### src/rtl/vga_fb_arbiter_if.sv
// Signal bundle between the frame-buffer arbiter and its surroundings:
// the vga_sync strobes, the pixel output, the writer port and the SRAM port.
interface vga_fb_arbiter_if #(
    parameter int DW = 12,
    parameter int AW = 19
);
    logic          vga_vsync;
    logic          vga_video_on;
    logic [DW-1:0] pixel_data;
    logic          underflow;

    logic          wr_valid;
    logic          wr_ready;
    logic [AW-1:0] wr_addr;
    logic [DW-1:0] wr_data;

    logic          sram_ce;
    logic          sram_we;
    logic [AW-1:0] sram_addr;
    logic [DW-1:0] sram_wdata;
    logic [DW-1:0] sram_rdata;

    // The arbiter
    modport slave (
        input  vga_vsync, vga_video_on, wr_valid, wr_addr, wr_data, sram_rdata,
        output pixel_data, underflow, wr_ready, sram_ce, sram_we, sram_addr, sram_wdata
    );

    // The environment: timing generator, writer and SRAM
    modport master (
        output vga_vsync, vga_video_on, wr_valid, wr_addr, wr_data, sram_rdata,
        input  pixel_data, underflow, wr_ready, sram_ce, sram_we, sram_addr, sram_wdata
    );
endinterface

### src/rtl/vga_fb_arbiter.sv
// Single-port SRAM frame-buffer arbiter: raster-order display prefetch into a
// small FIFO, with an external writer that can preempt once it has starved.
module vga_fb_arbiter #(
    parameter int HVA        = 640,
    parameter int VVA        = 480,
    parameter int DW         = 12,
    parameter int AW         = 19,
    parameter int FIFO_DEPTH = 8,
    parameter int LOW_WM     = 4,
    parameter int MAX_WAIT   = 4,
    parameter bit VSYNC_POL  = 1'b0
) (
    input  logic            clk_vga,
    input  logic            rst_n,
    vga_fb_arbiter_if.slave bus
);

    localparam int PW = $clog2(FIFO_DEPTH);
    localparam int LW = PW + 1;
    localparam int WW = $clog2(MAX_WAIT + 1);
    localparam logic [AW:0]   NPIX    = (AW+1)'(HVA * VVA);
    localparam logic [LW-1:0] DEPTH_L = LW'(FIFO_DEPTH);
    localparam logic [LW-1:0] LOW_L   = LW'(LOW_WM);
    localparam logic [WW-1:0] WAIT_L  = WW'(MAX_WAIT);

    typedef enum logic {ST_RUN = 1'b0, ST_FLUSH = 1'b1} state_t;

    state_t          state_q, state_d;
    logic            vsync_q;
    logic [AW:0]     rd_addr_q, rd_addr_d;
    logic            inflight_q, inflight_d;
    logic [WW-1:0]   wait_q, wait_d;
    logic [LW-1:0]   level_q, level_d;
    logic [PW-1:0]   wr_ptr_q, wr_ptr_d;
    logic [PW-1:0]   rd_ptr_q, rd_ptr_d;
    logic [DW-1:0]   pixel_q, pixel_d;
    logic            underflow_q, underflow_d;
    logic [DW-1:0]   mem_q [FIFO_DEPTH];

    logic frame_start;
    logic fetch_req;
    logic wr_grant;
    logic rd_grant;
    logic push;
    logic empty;
    logic pop_ok;

    // rst_n gates the grants so the SRAM port is idle while reset is held
    always_comb begin
        frame_start = (bus.vga_vsync == VSYNC_POL) && (vsync_q != VSYNC_POL);
        fetch_req   = rst_n && (state_q == ST_RUN) && (rd_addr_q < NPIX) &&
                      ((level_q + LW'(inflight_q)) < DEPTH_L);
        wr_grant    = rst_n && bus.wr_valid &&
                      (!fetch_req || ((wait_q == WAIT_L) && (level_q >= LOW_L)));
        rd_grant    = fetch_req && !wr_grant;
        push        = inflight_q && (state_q != ST_FLUSH);
        empty       = (level_q == '0);
        pop_ok      = bus.vga_video_on && !empty;
    end

    always_comb begin
        bus.wr_ready   = wr_grant;
        bus.sram_ce    = 1'b0;
        bus.sram_we    = 1'b0;
        bus.sram_addr  = '0;
        bus.sram_wdata = '0;
        if (wr_grant) begin
            bus.sram_ce    = 1'b1;
            bus.sram_we    = 1'b1;
            bus.sram_addr  = bus.wr_addr;
            bus.sram_wdata = bus.wr_data;
        end else if (rd_grant) begin
            bus.sram_ce    = 1'b1;
            bus.sram_addr  = rd_addr_q[AW-1:0];
        end
    end

    always_comb begin
        state_d     = ST_RUN;
        rd_addr_d   = rd_addr_q;
        inflight_d  = rd_grant;
        level_d     = level_q + LW'(push) - LW'(pop_ok);
        wr_ptr_d    = push   ? wr_ptr_q + PW'(1) : wr_ptr_q;
        rd_ptr_d    = pop_ok ? rd_ptr_q + PW'(1) : rd_ptr_q;
        pixel_d     = pop_ok ? mem_q[rd_ptr_q] : '0;
        underflow_d = underflow_q | (bus.vga_video_on && empty);
        wait_d      = wait_q;

        if (!bus.wr_valid || wr_grant) begin
            wait_d = '0;
        end else if (wait_q != WAIT_L) begin
            wait_d = wait_q + WW'(1);
        end

        if (state_q == ST_FLUSH) begin
            // The word returning now belongs to the previous frame and is dropped
            rd_addr_d  = '0;
            inflight_d = 1'b0;
            level_d    = '0;
            wr_ptr_d   = '0;
            rd_ptr_d   = '0;
        end else begin
            if (frame_start) begin
                state_d = ST_FLUSH;
            end
            if (rd_grant) begin
                rd_addr_d = rd_addr_q + (AW+1)'(1);
            end
        end
    end

    always_ff @(posedge clk_vga or negedge rst_n) begin
        if (!rst_n) begin
            state_q     <= ST_RUN;
            vsync_q     <= ~VSYNC_POL;
            rd_addr_q   <= '0;
            inflight_q  <= 1'b0;
            wait_q      <= '0;
            level_q     <= '0;
            wr_ptr_q    <= '0;
            rd_ptr_q    <= '0;
            pixel_q     <= '0;
            underflow_q <= 1'b0;
        end else begin
            state_q     <= state_d;
            vsync_q     <= bus.vga_vsync;
            rd_addr_q   <= rd_addr_d;
            inflight_q  <= inflight_d;
            wait_q      <= wait_d;
            level_q     <= level_d;
            wr_ptr_q    <= wr_ptr_d;
            rd_ptr_q    <= rd_ptr_d;
            pixel_q     <= pixel_d;
            underflow_q <= underflow_d;
        end
    end

    // FIFO storage carries no reset; the level/pointers define what is valid
    always_ff @(posedge clk_vga) begin
        if (push) begin
            mem_q[wr_ptr_q] <= bus.sram_rdata;
        end
    end

    assign bus.pixel_data = pixel_q;
    assign bus.underflow  = underflow_q;

endmodule

### src/flat_wrapper.sv
// flat-port wrapper written by rule: the top's interface ports become plain ports
module vga_fb_arbiter_flat 
#(
    parameter int HVA        = 640,
    parameter int VVA        = 480,
    parameter int DW         = 12,
    parameter int AW         = 19,
    parameter int FIFO_DEPTH = 8,
    parameter int LOW_WM     = 4,
    parameter int MAX_WAIT   = 4,
    parameter bit VSYNC_POL  = 1'b0
)
  (clk_vga, rst_n, bus_vga_vsync, bus_vga_video_on, bus_wr_valid, bus_wr_addr, bus_wr_data, bus_sram_rdata, bus_pixel_data, bus_underflow, bus_wr_ready, bus_sram_ce, bus_sram_we, bus_sram_addr, bus_sram_wdata);
  vga_fb_arbiter_if #(.DW(DW), .AW(AW)) bus_i ();
  input  logic clk_vga;
  input  logic rst_n;
  input wire logic [$bits(bus_i.vga_vsync)-1:0] bus_vga_vsync;
  input wire logic [$bits(bus_i.vga_video_on)-1:0] bus_vga_video_on;
  input wire logic [$bits(bus_i.wr_valid)-1:0] bus_wr_valid;
  input wire logic [$bits(bus_i.wr_addr)-1:0] bus_wr_addr;
  input wire logic [$bits(bus_i.wr_data)-1:0] bus_wr_data;
  input wire logic [$bits(bus_i.sram_rdata)-1:0] bus_sram_rdata;
  output wire logic [$bits(bus_i.pixel_data)-1:0] bus_pixel_data;
  output wire logic [$bits(bus_i.underflow)-1:0] bus_underflow;
  output wire logic [$bits(bus_i.wr_ready)-1:0] bus_wr_ready;
  output wire logic [$bits(bus_i.sram_ce)-1:0] bus_sram_ce;
  output wire logic [$bits(bus_i.sram_we)-1:0] bus_sram_we;
  output wire logic [$bits(bus_i.sram_addr)-1:0] bus_sram_addr;
  output wire logic [$bits(bus_i.sram_wdata)-1:0] bus_sram_wdata;
  assign bus_i.vga_vsync = bus_vga_vsync;
  assign bus_i.vga_video_on = bus_vga_video_on;
  assign bus_i.wr_valid = bus_wr_valid;
  assign bus_i.wr_addr = bus_wr_addr;
  assign bus_i.wr_data = bus_wr_data;
  assign bus_i.sram_rdata = bus_sram_rdata;
  assign bus_pixel_data = bus_i.pixel_data;
  assign bus_underflow = bus_i.underflow;
  assign bus_wr_ready = bus_i.wr_ready;
  assign bus_sram_ce = bus_i.sram_ce;
  assign bus_sram_we = bus_i.sram_we;
  assign bus_sram_addr = bus_i.sram_addr;
  assign bus_sram_wdata = bus_i.sram_wdata;
  vga_fb_arbiter #(.HVA(HVA), .VVA(VVA), .DW(DW), .AW(AW), .FIFO_DEPTH(FIFO_DEPTH), .LOW_WM(LOW_WM), .MAX_WAIT(MAX_WAIT), .VSYNC_POL(VSYNC_POL)) u_core (.clk_vga(clk_vga), .rst_n(rst_n), .bus(bus_i));
endmodule
### config.mk
export PLATFORM = sky130hd
export DESIGN_NAME = vga_fb_arbiter_flat
export DESIGN_NICKNAME = d
export VERILOG_FILES = /design/src/rtl/vga_fb_arbiter_if.sv /design/src/rtl/vga_fb_arbiter.sv /design/src/flat_wrapper.sv
export SDC_FILE = /design/constraint.sdc
export NUM_CORES = 1
export LEC_CHECK = 0
export CAP_MARGIN = 20
export CORE_MARGIN = 2
export CORE_UTILIZATION = 58
export DETAILED_ROUTE_END_ITERATION = 8
export PLACE_DENSITY = 0.85
export SLEW_MARGIN = 20
export SYNTH_ARGS = -nofsm -noshare
export SYNTH_HDL_FRONTEND = slang
export SYNTH_SLANG_ARGS = --single-unit
### constraint.sdc
create_clock -name clk_vga -period 5.19 [get_ports clk_vga]
set_clock_uncertainty 0.2 [all_clocks]
set_input_delay 1.038 -clock clk_vga [delete_from_list [all_inputs] [get_ports clk_vga]]
set_output_delay 1.038 -clock clk_vga [all_outputs]
set_load 0.05 [all_outputs]
* Word level (Yosys, flattened, before mapping)
Memories as Yosys holds them, arrays and structs flattened.
Index checks and enable logic that the tools add are counted.
** Operators by class
- Add/sub/neg operators :: 7
- Order comparisons :: 3
- Equal/unequal tests :: 2
- Multiplexer cells :: 21
- Bitwise gates (word level) :: 3
- Reduce and logical (&&, ||, !) cells :: 22
** Operator list (number)
- $mux W20 :: 2
- $mux W19 :: 2
- $mux W12 :: 2
- $add A20 B1 Y20 const B :: 1
- $lt A20 B19 Y1 const B :: 1
- $mux W3 :: 6
- $logic_and A1 B1 Y1 :: 11
- $add A3 B1 Y3 const B :: 3
- $add A4 B1 Y4 :: 2
- $mux W1 :: 8
- $reduce_bool A2 Y1 :: 4
- $ge A4 B3 Y1 const B :: 1
- $logic_not A1 Y1 :: 4
- $logic_not A4 Y1 :: 1
- $lt A4 B4 Y1 const B :: 1
- $mux W4 :: 1
- $sub A4 B1 Y4 :: 1
- $eq A3 B3 Y1 const B :: 1
- $ne A3 B3 Y1 const B :: 1
- $logic_or A1 B1 Y1 :: 2
- $not A1 Y1 :: 2
- $or A1 B1 Y1 :: 1
** Storage, ports and cells
- Register bits :: 49
- Bits in writable memories :: 96
- Bits of input ports :: 48
- Output and inout port bits :: 47
- Word-level logic and storage cells :: 69
- Memories :: 1
** Memory list
- u_core.mem_q :: words 8, width 12, read ports 1, clocked after memory_dff 0, write ports 1, RTL line vga_fb_arbiter.sv:38 : logic [DW-1:0] mem_q [FIFO_DEPTH];

* Longest topological paths before layout
Gate-level depths: netlist of the first run.
- Depth in word-level cells :: 11
- Mapped depth :: 12
- Depth with buffers taken out :: 12

* Worst setup path after synthesis of the first run
OpenSTA, ideal clock, no wires.
- Path type :: input to output
- From :: input port rst_n
- To :: output port bus_sram_wdata[10]
- Arrival :: 2529 ps
- Data required time :: 3952 ps
- Path slack :: 1423 ps
- Stages :: 4
- Buffers on the path :: 1
- Cells stage by stage :: o211ai_2 -> o311a_1 -> clkbuf_1 -> and2_1
** Between the ends
- Word-level cells in the longest chain between the ends :: 7
- Elaborated cells between the ends (all ways) :: 8
- Classes of those cells :: 1 x mux; 7 x reduce/logical
** RTL lines
- start, declared :: RTL line flat_wrapper.sv:16 : input logic rst_n;
- $logic_and A1 B1 Y1 (3 in a row) :: RTL line vga_fb_arbiter.sv:51 : fetch_req = rst_n && (state_q == ST_RUN) && (rd_addr_q < NPIX) &&
- $logic_not A1 Y1 :: RTL line vga_fb_arbiter.sv:54 : (!fetch_req || ((wait_q == WAIT_L) && (level_q >= LOW_L)));
- $logic_or A1 B1 Y1 :: RTL line vga_fb_arbiter.sv:54
- $logic_and A1 B1 Y1 (*) :: RTL line vga_fb_arbiter.sv:53 : wr_grant = rst_n && bus.wr_valid &&
- $mux W12 (*) :: RTL line vga_fb_arbiter.sv:67 : if (wr_grant) begin
- end, declared :: RTL line flat_wrapper.sv:29 : output wire logic [$bits(bus_i.sram_wdata)-1:0] bus_sram_wdata;
Every way passes the cells marked *; elsewhere a longest branch is shown, timed or not.

* Worst setup path after layout of the first run
- From :: register u_core.level_q[1]
- To :: output port bus_sram_wdata[2]
** Between the ends
- Word-level cells in the longest chain between the ends :: 7
- Elaborated cells between the ends (all ways) :: 9
- Classes of those cells :: 1 x add/sub; 2 x order compare; 1 x mux; 5 x reduce/logical
** RTL lines
- start, declared :: RTL line vga_fb_arbiter.sv:33 : logic [LW-1:0] level_q, level_d;
- start signal, assigned :: RTL line vga_fb_arbiter.sv:130 : level_q <= level_d;
- $add A4 B1 Y4 :: RTL line vga_fb_arbiter.sv:52 : ((level_q + LW'(inflight_q)) < DEPTH_L);
- $lt A4 B4 Y1 :: RTL line vga_fb_arbiter.sv:52
- $logic_and A1 B1 Y1 :: RTL line vga_fb_arbiter.sv:51
- $logic_not A1 Y1 :: RTL line vga_fb_arbiter.sv:54
- $logic_or A1 B1 Y1 (*) :: RTL line vga_fb_arbiter.sv:54
- $logic_and A1 B1 Y1 (*) :: RTL line vga_fb_arbiter.sv:53
- $mux W12 (*) :: RTL line vga_fb_arbiter.sv:67
Marks and branches as above.

==> impl_metrics.yaml, run 1 <==
status:
  outcome: "complete, no violations"
power:
  pwr-share-comb: 0.297
  switching_share: 0.322
  power_uw: 3890
  p_switching_uw: 1250
  power_frac_seq: 0.385
  pwr-share-clk: 0.318
  powerDensity_nw_per_um2: 475
  p_leak_uw: 0.00305
  intPower_uw: 2640
  peakVddDrop_uv: 342
setup_path:
  crit_fanout: 23
  critPathMaxStageDelay_ns: 0.81
  path_cells: "ha_1 -> nand3_1 -> xnor2_1 -> o311a_1 -> and2_1 -> clkdlybuf4s50_1"
  slowest_stage: "clkdlybuf4s50_1"
  worst-path-buf-inv: 1
  critical-path-top-delay-family: "buffers and inverters"
  arrival_ns: 3.39
  required_ns: 3.95
  r2r-start: "u_core.level_q[2]$_DFF_PN0_"
  critPathCaptureType: "output port"
  crit_type: "flip-flop to output port"
  critical_path.startpoint_type: "flip-flop"
  critPathLaunch: "u_core.level_q[1]$_DFF_PN0_"
clocking:
  cts_tree: "yes"
  root_buffer: "clkbuf_8"
  clock-sinks: 145
  clk_latency_ns: 0.53
  hold_buffers: 0
  post_cts_buffers: 0
  clock_path_buffers: 2
  cts.clk_slew.worst_paths_ns: 0.06
  numCtsBuffers: 17
  ctsResizeCount: 0
  cts_max_level: 4
sta:
  period_share: 0.891
  setup_ws_ns: 0.565
  rsz0062_at_grt: "no"
  tns_ns: 0
  maxSlewViolCount: 0
  hold_violations: 0
  tightest_slew_ns: 1.07
  setup_violations: 0
  fmax_mhz: 216
  period_minus_slack_ns: 4.63
  maxSlewHeadroom: 0.279
synthesis:
  ys_ff_latch: 145
  yosysSeqAreaShare: 0.654
  synthAdderAreaFrac: 0.0271
  synth_compound_area_frac: 0.0695
  synth-edff-count: 96
  avgSynthCellArea_sq_um: 14.9
  yosys_warnings: 0
  synth_top_family_by_area: "multiplexers"
  synth_mux_area_frac: 0.118
  synth_simple_gate_area_share: 0.0936
  synth-async-reset-ratio: 0.338
  ys.flop_type: "edfxtp_1"
  syn-num-nets: 483
  synth.distinct_cells: 44
  synthCells: 422
  synthesis.area_sq_um: 6280
  synth_xor_area_frac: 0.0125
placement:
  pre_cts_ws_ns: 0.719
  place_hpwl_microns: 8730
  placed_cell_area_sq_um: 7560
  gp_congestion: 0.756
  numPortBuffers: 94
cells_and_area:
  layout.nets: 587
  layout-drive-gt1-share: 0.180
  area_growth_pct: 30.2
  fill_cells: 587
  n_antenna_cell: 0
  finish.instance_area_sq_um: 8180
global_routing:
  grt_max_degree: 41
  grt_pass1_wl_microns: 21700
  grtUsageTotal: 0.257
  overflow: 0
  grt_antenna_before_repair: 0
  grt_pass1_vias: 4092
routing:
  wl_microns: 13900
  wl_per_cell_microns: 20.6
  dr.pass1.iters: 4
  drc: 0
  first_iter_violations: 236
  dr_total_vias: 3912
  ant_nets: 0
  vias_per_cell: 5.80
floorplanning:
  fp.dieH_microns: 108
  die_width_microns: 108
  coreArea_sq_um: 10400
  row_count: 37
  io_pins: 95
  initial_core_util: 0.603
  die-area_sq_um: 11700
hold_path:
  hp-class: "input pin to async pin"
run:
  drv_cap: 0
[cell usage after synthesis, types with 2 or more instances]
cell / n / share of area
edfxtp_1: 96 / 0.46
dfrtp_1: 48 / 0.19
nor2_1: 37 / 0.022
nand2_1: 26 / 0.016
mux4_2: 24 / 0.086
a22o_1: 23 / 0.032
mux2i_1: 19 / 0.030
a21oi_1: 14 / 0.011
and2_1: 13 / 0.013
ha_1: 12 / 0.024
inv_1: 12 / 0.0072
nand3_1: 11 / 0.0088
buf_2: 8 / 0.0064
nor3_1: 8 / 0.0064
clkbuf_1: 7 / 0.0042
xnor2_1: 7 / 0.0098
a21o_1: 6 / 0.0072
o21ai_0: 6 / 0.0048
nand2b_1: 5 / 0.0050
nand4_1: 5 / 0.0050
nor2b_1: 4 / 0.0040
buf_1: 3 / 0.0018
buf_4: 3 / 0.0036
and3_1: 2 / 0.0020
and4_1: 2 / 0.0028
nor3b_1: 2 / 0.0024
xor2_1: 2 / 0.0028
[per-stage QoR]
step                hold slack, ns  cells  utilization
global placement             0.246    643        0.726
global route                 0.201    675        0.785
finish                       0.196    675        0.785
floorplan                    0.265    422            -
CTS                          0.192    675        0.784
detailed placement           0.252    643        0.726
[path summary, 6_finish.rpt]
path	cells past startpoint	slack, ns	to
setup reg to reg	12	1.79	u_core.level_q[3]$_DFF_PN0_
hold reg to reg	1	0.26	u_core.bus.underflow$_DFF_PN0_
max in group asynchronous	2	3.73	u_core.rd_ptr_q[1]$_DFFE_PN0P_
setup / recovery	6	0.56	bus_sram_wdata[2]
hold / removal	1	0.20	u_core.level_q[3]$_DFF_PN0_
min in group clk_vga	1	0.26	u_core.bus.underflow$_DFF_PN0_
[routing by layer]
metal	global-route usage	wire [microns]	vias to the layer above
li1	-	-	1799
met5	0	0	-
met3	0.0633	979	20
met1	0.297	5350	1937
met2	0.464	7380	156
met4	0.0952	203	0
[sequential cells by signal, summed over array words and instances, names as in the netlist]
name,flops
u_core.wr_ptr_q,3
u_core.vsync_q,1
u_core.bus.pixel_data,12
u_core.wait_q,3
u_core.mem_q,96
u_core.inflight_q,1
u_core.rd_addr_q,20
u_core.state_q,1
u_core.level_q,4
u_core.bus.underflow,1
u_core.rd_ptr_q,3
[worst reg2reg max path, stage by stage (launching register included)]
cell	delay, ns
dfrtp_1	0.39
inv_1	0.12
ha_1	0.18
nor3b_1	0.30
nand2b_1	0.65
inv_1	0.23
ha_1	0.33
inv_1	0.04
ha_1	0.22
a21o_1	0.19
a21oi_1	0.21
xnor2_1	0.17
nor2_1	0.06
[cell usage in the layout (no fill, tap or decap), types with 3 or more instances in the layout]
| master | n |
|---|---|
| buf_4 | 13 |
| clkbuf_16 | 16 |
| xnor2_1 | 7 |
| and2_1 | 13 |
| nand3_1 | 11 |
| nor3_1 | 7 |
| inv_1 | 12 |
| nand2_1 | 26 |
| edfxtp_1 | 96 |
| nand2b_1 | 5 |
| ha_1 | 12 |
| clkinvlp_4 | 4 |
| dfrtp_1 | 47 |
| nor2b_1 | 4 |
| a22o_1 | 23 |
| nor2_1 | 37 |
| o21ai_0 | 6 |
| nand4_1 | 5 |
| bufinv_16 | 3 |
| a21o_1 | 6 |
| clkdlybuf4s50_1 | 74 |
| buf_12 | 19 |
| mux4_2 | 24 |
| mux2i_1 | 19 |
| inv_6 | 4 |
| a21oi_1 | 14 |
[power by group through the flow]
stage | registers (uW) | logic [uW] | clock network, uW
2_1_floorplan | 1600 | 697 | 0
3_3_place_gp | 1510 | 1100 | 0
3_5_place_dp | 1520 | 1140 | 0
4_1_cts | 1500 | 1170 | 1250
5_1_grt | 1510 | 1240 | 1290
6_report | 1500 | 1150 | 1240
[area by class of cell]
class / instances / area, sq um / area share
clock buffers: 18 / 428 / 0.0523
clock inverters: 14 / 178 / 0.0217
inverters: 12 / 45.0 / 0.00551
multi-input cells: 243 / 2020 / 0.247
flip-flops and latches: 145 / 4110 / 0.503
well taps: 136 / 170 / 0.0208
repair buffers: 107 / 1220 / 0.150
[cell families (layout without fill, tap and decap cells)]
group | after synthesis | after routing
adder cells (fa/ha/maj) | 13 | 13
XOR/XNOR | 9 | 9
buffers and inverters | 34 | 151
AO/OA/AOI/OAI | 57 | 57
AND/OR/NAND/NOR | 120 | 120
flip-flops | 145 | 145
multiplexers | 44 | 44
Power figures use the tool's default switching activity.
==> inputs of run 2 (changes only) <==
--- a/config.mk
+++ b/config.mk
@@ -7,9 +7,9 @@
 export LEC_CHECK = 0
 export CAP_MARGIN = 20
 export CORE_MARGIN = 2
-export CORE_UTILIZATION = 58
+export CORE_UTILIZATION = 28
 export DETAILED_ROUTE_END_ITERATION = 8
-export PLACE_DENSITY = 0.85
+export SKIP_LAST_GASP = 1
 export SLEW_MARGIN = 20
 export SYNTH_ARGS = -nofsm -noshare
 export SYNTH_HDL_FRONTEND = slang
==> constraint.sdc (replaced) <==
create_clock -name clk_vga -period 5.19 [get_ports clk_vga]
set_clock_uncertainty 0.2 [all_clocks]
set_input_delay 1.038 -clock clk_vga [delete_from_list [all_inputs] [get_ports clk_vga]]
set_output_delay 1.038 -clock clk_vga [all_outputs]
set_load 0.02 [all_outputs]
==> run 2 against run 1 <==
  * Global-route usage shrank 13 points
  * Power fell by 5.6%
  * Wire length fell by 1.2%
  * Flip-flop and latch count did not move
  * Critical path type is now input pin to output port
  * Highest routed layer unchanged
==> impl_metrics.yaml, run 2 (synthesis results as in run 1) <==
global_routing:
  grt_pass1_wl_microns: 22300
  grtUsageTotal: 0.122
  overflow: 0
  grt_max_degree: 35
  grt_antenna_before_repair: 0
  grt_pass1_vias: 4037
clocking:
  clk_latency_ns: 0.42
  cts.clk_slew.worst_paths_ns: 0.06
  hold_buffers: 0
  numCtsBuffers: 17
  root_buffer: "clkbuf_16"
  cts_max_level: 4
  ctsResizeCount: 0
  cts_tree: "yes"
  post_cts_buffers: 0
  clock-sinks: 145
  clock_path_buffers: 2
setup_path:
  r2r-end: "u_core.rd_addr_q[12]$_DFFE_PN0P_"
  ff2ff_path_depth: 6
  crit_type: "input pin to output port"
  critical_path.startpoint_type: "input pin"
  required_ns: 3.95
  r2r-start: "u_core.rd_addr_q[13]$_DFFE_PN0P_"
  critPathCaptureType: "output port"
  arrival_ns: 3.39
  crit_fanout: 29
  reg2reg_slack_ns: 1.94
routing:
  dr_total_vias: 3859
  first_iter_violations: 289
  wl_microns: 13800
  vias_per_cell: 4.70
  ant_nets: 0
  dr.pass1.iters: 4
  wl_per_cell_microns: 16.8
  drc: 0
power:
  pwr-share-clk: 0.329
  switching_share: 0.306
  pwr-share-comb: 0.263
  p_leak_uw: 0.00297
  peakVddDrop_uv: 304
  power_frac_seq: 0.408
  powerDensity_nw_per_um2: 450
  intPower_uw: 2550
  p_switching_uw: 1120
cells_and_area:
  largest_reg_flops: 96
  layout-drive-gt1-share: 0.144
  mostFrequentLayoutCell: "edfxtp_1"
  area_growth_pct: 29.9
  n_antenna_cell: 0
  top_register: "u_core.mem_q"
  layout.nets: 589
  final_cell_mix: "96 x edfxtp_1, 93 x clkdlybuf4s50_1, 47 x dfrtp_1"
hold_path:
  whs_path_depth: 1
  hold_end: "u_core.bus.underflow$_DFF_PN0_"
  hp-class: "flip-flop to flip-flop"
  min_from: "u_core.bus.underflow$_DFF_PN0_"
floorplanning:
  coreArea_sq_um: 21900
  initial_core_util: 0.287
  fp.dieH_microns: 154
  die_width_microns: 154
  io_pins: 95
  row_count: 54
  die-area_sq_um: 23700
sta:
  tightest_slew_ns: 1.06
  rsz0062_at_grt: "no"
  fmax_mhz: 216
  period_share: 0.891
  hold_violations: 0
  setup_violations: 0
  tns_ns: 0
  setup_ws_ns: 0.565
  period_minus_slack_ns: 4.62
  maxSlewHeadroom: 0.288
  maxSlewViolCount: 0
status:
  outcome: "complete, no violations"
placement:
  pre_cts_ws_ns: 0.561
  place_hpwl_microns: 8950
  gp_congestion: 0.761
  numPortBuffers: 94
run:
  drv_cap: 0
==> run 2: cell count changes in the layout (fill, tap and decap cells not counted), moves of 2 or more <==
cell,before,now
buf_4,13,15
clkbuf_8,2,0
inv_8,0,5
clkinvlp_4,4,1
clkdlybuf4s50_1,74,93
buf_12,19,0
bufinv_16,3,1
==> run 2: power by group through the flow <==
stage               logic [uW]  registers, uW  clock network [uW]
global route              1070           1520                1290
global placement           949           1510                   0
CTS                        982           1500                1240
detailed placement         978           1520                   0
floorplan                  647           1500                   0
finish                     964           1500                1210
==> run 2: metrics by stage <==
stage | utilization | area (sq um) | cells | total power [uW] | hold slack [ns]
finish | 0.373 | 8160 | 821 | 3670 | 0.257
CTS | 0.373 | 8160 | 821 | 3720 | 0.263
floorplan | - | 6280 | 422 | 2150 | 0.265
detailed placement | 0.346 | 7570 | 789 | 2500 | 0.247
global placement | 0.346 | 7570 | 789 | 2460 | 0.245
global route | 0.373 | 8160 | 821 | 3880 | 0.274
==> run 2: how the worst max path moves through the flow <==
stage	startpoint	endpoint
finish	bus_wr_valid	bus_sram_addr[15]
global route	bus_wr_valid	bus_sram_addr[6]
CTS	bus_wr_valid	bus_sram_addr[15]
detailed placement	bus_wr_valid	bus_sram_addr[15]
global placement	bus_wr_valid	bus_sram_addr[14]
floorplan	rst_n	bus_sram_wdata[10]
==> run 2: per-layer routing <==
| layer | part of all wire | track usage | vias up |
|---|---|---|---|
| met5 | 0 | 0 | - |
| met4 | 0.011 | 0.0354 | 0 |
| met3 | 0.065 | 0.0349 | 11 |
| met2 | 0.49 | 0.204 | 127 |
| met1 | 0.43 | 0.154 | 1915 |
| li1 | - | - | 1806 |
==> run 2: final cells by class <==
class | instances | area, sq um
clock buffer | 18 | 429
clock inverter | 14 | 163
fill | 2059 | 13700
inverter | 12 | 45.0
multi-input combinational | 243 | 2020
sequential | 145 | 4110
tap | 280 | 350
timing repair buffer | 109 | 1050
==> run 2: critical path, stage by stage <==
cell and delay [ns]:
clkdlybuf4s50_1 0.46, nand2_1 0.10, nor3_1 0.10, nor3_4 0.82, a22o_1 0.25, clkdlybuf4s50_1 0.61
==> inputs of run 3 (changes only) <==
--- a/config.mk
+++ b/config.mk
@@ -7,8 +7,9 @@
 export LEC_CHECK = 0
 export CAP_MARGIN = 20
 export CORE_MARGIN = 2
-export CORE_UTILIZATION = 28
+export CORE_UTILIZATION = 45
 export DETAILED_ROUTE_END_ITERATION = 8
+export PLACE_DENSITY = 0.68
 export SKIP_LAST_GASP = 1
 export SLEW_MARGIN = 20
 export SYNTH_ARGS = -nofsm -noshare
==> run 3 against run 2 <==
  * Via count is 0.18% higher
  * Sequential power hardly changed
  * Clock power hardly changed
  * Maximum frequency is 1.5% higher
  * Non-clock buffer count stayed put
  * Critical path type is now flip-flop to output port
  * Critical endpoint is now bus_sram_addr[13]
==> impl_metrics.yaml, run 3 (synthesis results as in run 1) <==
global_routing:
  grt_pass1_vias: 3847
  overflow: 0
  grt_pass1_wl_microns: 19700
  grtUsageTotal: 0.179
  grt_max_degree: 40
  grt_antenna_before_repair: 0
placement:
  numPortBuffers: 94
  place_hpwl_microns: 8130
  gp_congestion: 0.763
  placed_cell_area_sq_um: 7450
  pre_cts_ws_ns: 0.657
power:
  peakVddDrop_uv: 368
  power_uw: 3630
  p_leak_uw: 0.00295
  powerDensity_nw_per_um2: 453
cells_and_area:
  area_growth_pct: 27.7
  layout-drive-gt1-share: 0.133
  layout.nets: 589
  fill_cells: 1101
  top_register: "u_core.mem_q"
  n_antenna_cell: 0
  finish.instance_area_sq_um: 8020
  final_util: 0.583
  largest_reg_flops: 96
  mostFrequentLayoutCell: "edfxtp_1"
  final_cell_mix: "96 x edfxtp_1, 93 x clkdlybuf4s50_1, 47 x dfrtp_1"
sta:
  fmax_mhz: 219
  setup_violations: 0
  maxSlewHeadroom: 0.328
  maxSlewViolCount: 0
  setup_ws_ns: 0.634
  tns_ns: 0
  period_minus_slack_ns: 4.56
  tightest_slew_ns: 1.01
  period_share: 0.878
  rsz0062_at_grt: "no"
  hold_violations: 0
clocking:
  cts_tree: "yes"
  numCtsBuffers: 17
  clock_path_buffers: 2
  root_buffer: "clkbuf_16"
  clock-sinks: 145
  hold_buffers: 0
  cts.clk_slew.worst_paths_ns: 0.05
  post_cts_buffers: 0
  ctsResizeCount: 0
  clk_latency_ns: 0.41
  cts_max_level: 4
floorplanning:
  initial_core_util: 0.456
  die_width_microns: 122
  coreArea_sq_um: 13800
  row_count: 43
  fp.dieH_microns: 122
  io_pins: 95
  die-area_sq_um: 14900
routing:
  ant_nets: 0
  first_iter_violations: 274
  wl_microns: 12600
  dr.pass1.iters: 4
  wl_per_cell_microns: 17.4
  drc: 0
  vias_per_cell: 5.36
  dr_total_vias: 3866
run:
  drv_cap: 0
setup_path:
  ff2ff_path_depth: 12
  path_cells: "ha_1 -> nand3_1 -> xnor2_1 -> o311a_1 -> a22o_1 -> clkdlybuf4s50_1"
  crit_fanout: 34
  arrival_ns: 3.32
  critPathMaxStageDelay_ns: 0.91
  crit_type: "flip-flop to output port"
  slowest_stage: "o311a_1"
  critical_path.startpoint_type: "flip-flop"
  critPathCaptureType: "output port"
  required_ns: 3.95
status:
  outcome: "complete, no violations"
hold_path:
  hp-class: "flip-flop to flip-flop"
  whs_path_depth: 1
## run 3: cell types whose count changed in the layout (fill, tap and decap cells not counted), moves of 2 or more
cell and change:
clkinv_1 +4, bufinv_16 +2, inv_8 -5, clkbuf_1 +2
clkinvlp_4 +2, inv_6 -4
## run 3: power by group
group / internal [uW] / switching, uW / total (uW)
sequential: 1370 / 121 / 1490
combinational: 488 / 466 / 954
clock: 748 / 436 / 1180
total: 2610 / 1020 / 3630
## run 3: path summary, 6_finish.rpt
path / from / slack, ns / end
max: u_core.level_q[1]$_DFF_PN0_ / 0.63 / bus_sram_addr[13]
min: u_core.bus.underflow$_DFF_PN0_ / 0.26 / u_core.bus.underflow$_DFF_PN0_
max reg2reg: u_core.level_q[2]$_DFF_PN0_ / 2.27 / u_core.level_q[2]$_DFF_PN0_
min reg2reg: u_core.bus.underflow$_DFF_PN0_ / 0.26 / u_core.bus.underflow$_DFF_PN0_
max in group asynchronous: rst_n / 3.92 / u_core.rd_ptr_q[1]$_DFFE_PN0P_
min in group asynchronous: rst_n / 0.48 / u_core.bus.pixel_data[2]$_DFF_PN0_
## run 3: critical path, delay by kind of cell, from the launching register on
family | cells | cell delay [ns]
DFF | 1 | 0.39
and+or+nand+nor | 1 | 0.09
adders and majority gates | 1 | 0.17
AOI/OAI and AO/OA | 2 | 1.19
xor gates and xnor gates | 1 | 0.44
buffers and inverters | 1 | 0.60
## run 3: final cells by class
| type | instances | area [sq um] | share of cell area |
|---|---|---|---|
| clock buffers | 20 | 437 | 0.0544 |
| repair buffers | 109 | 1050 | 0.131 |
| flip-flops and latches | 145 | 4110 | 0.512 |
| well taps | 180 | 225 | 0.0281 |
| clock inverters | 12 | 141 | 0.0176 |
| inverters | 12 | 45.0 | 0.00561 |
| multi-input cells | 243 | 2020 | 0.251 |
## run 3: through the flow
| stage | hold slack (ns) | cells |
|---|---|---|
| 3_3_place_gp | 0.249 | 689 |
| 5_1_grt | 0.302 | 721 |
| 6_report | 0.260 | 721 |
| 4_1_cts | 0.269 | 721 |
| 3_5_place_dp | 0.256 | 689 |
| 2_1_floorplan | 0.265 | 422 |
## run 3: per-layer routing
metal / global-route usage / part of all wire
met5: 0 / 0
met3: 0.0482 / 0.069
met2: 0.307 / 0.50
met4: 0.0596 / 0.011
met1: 0.220 / 0.42
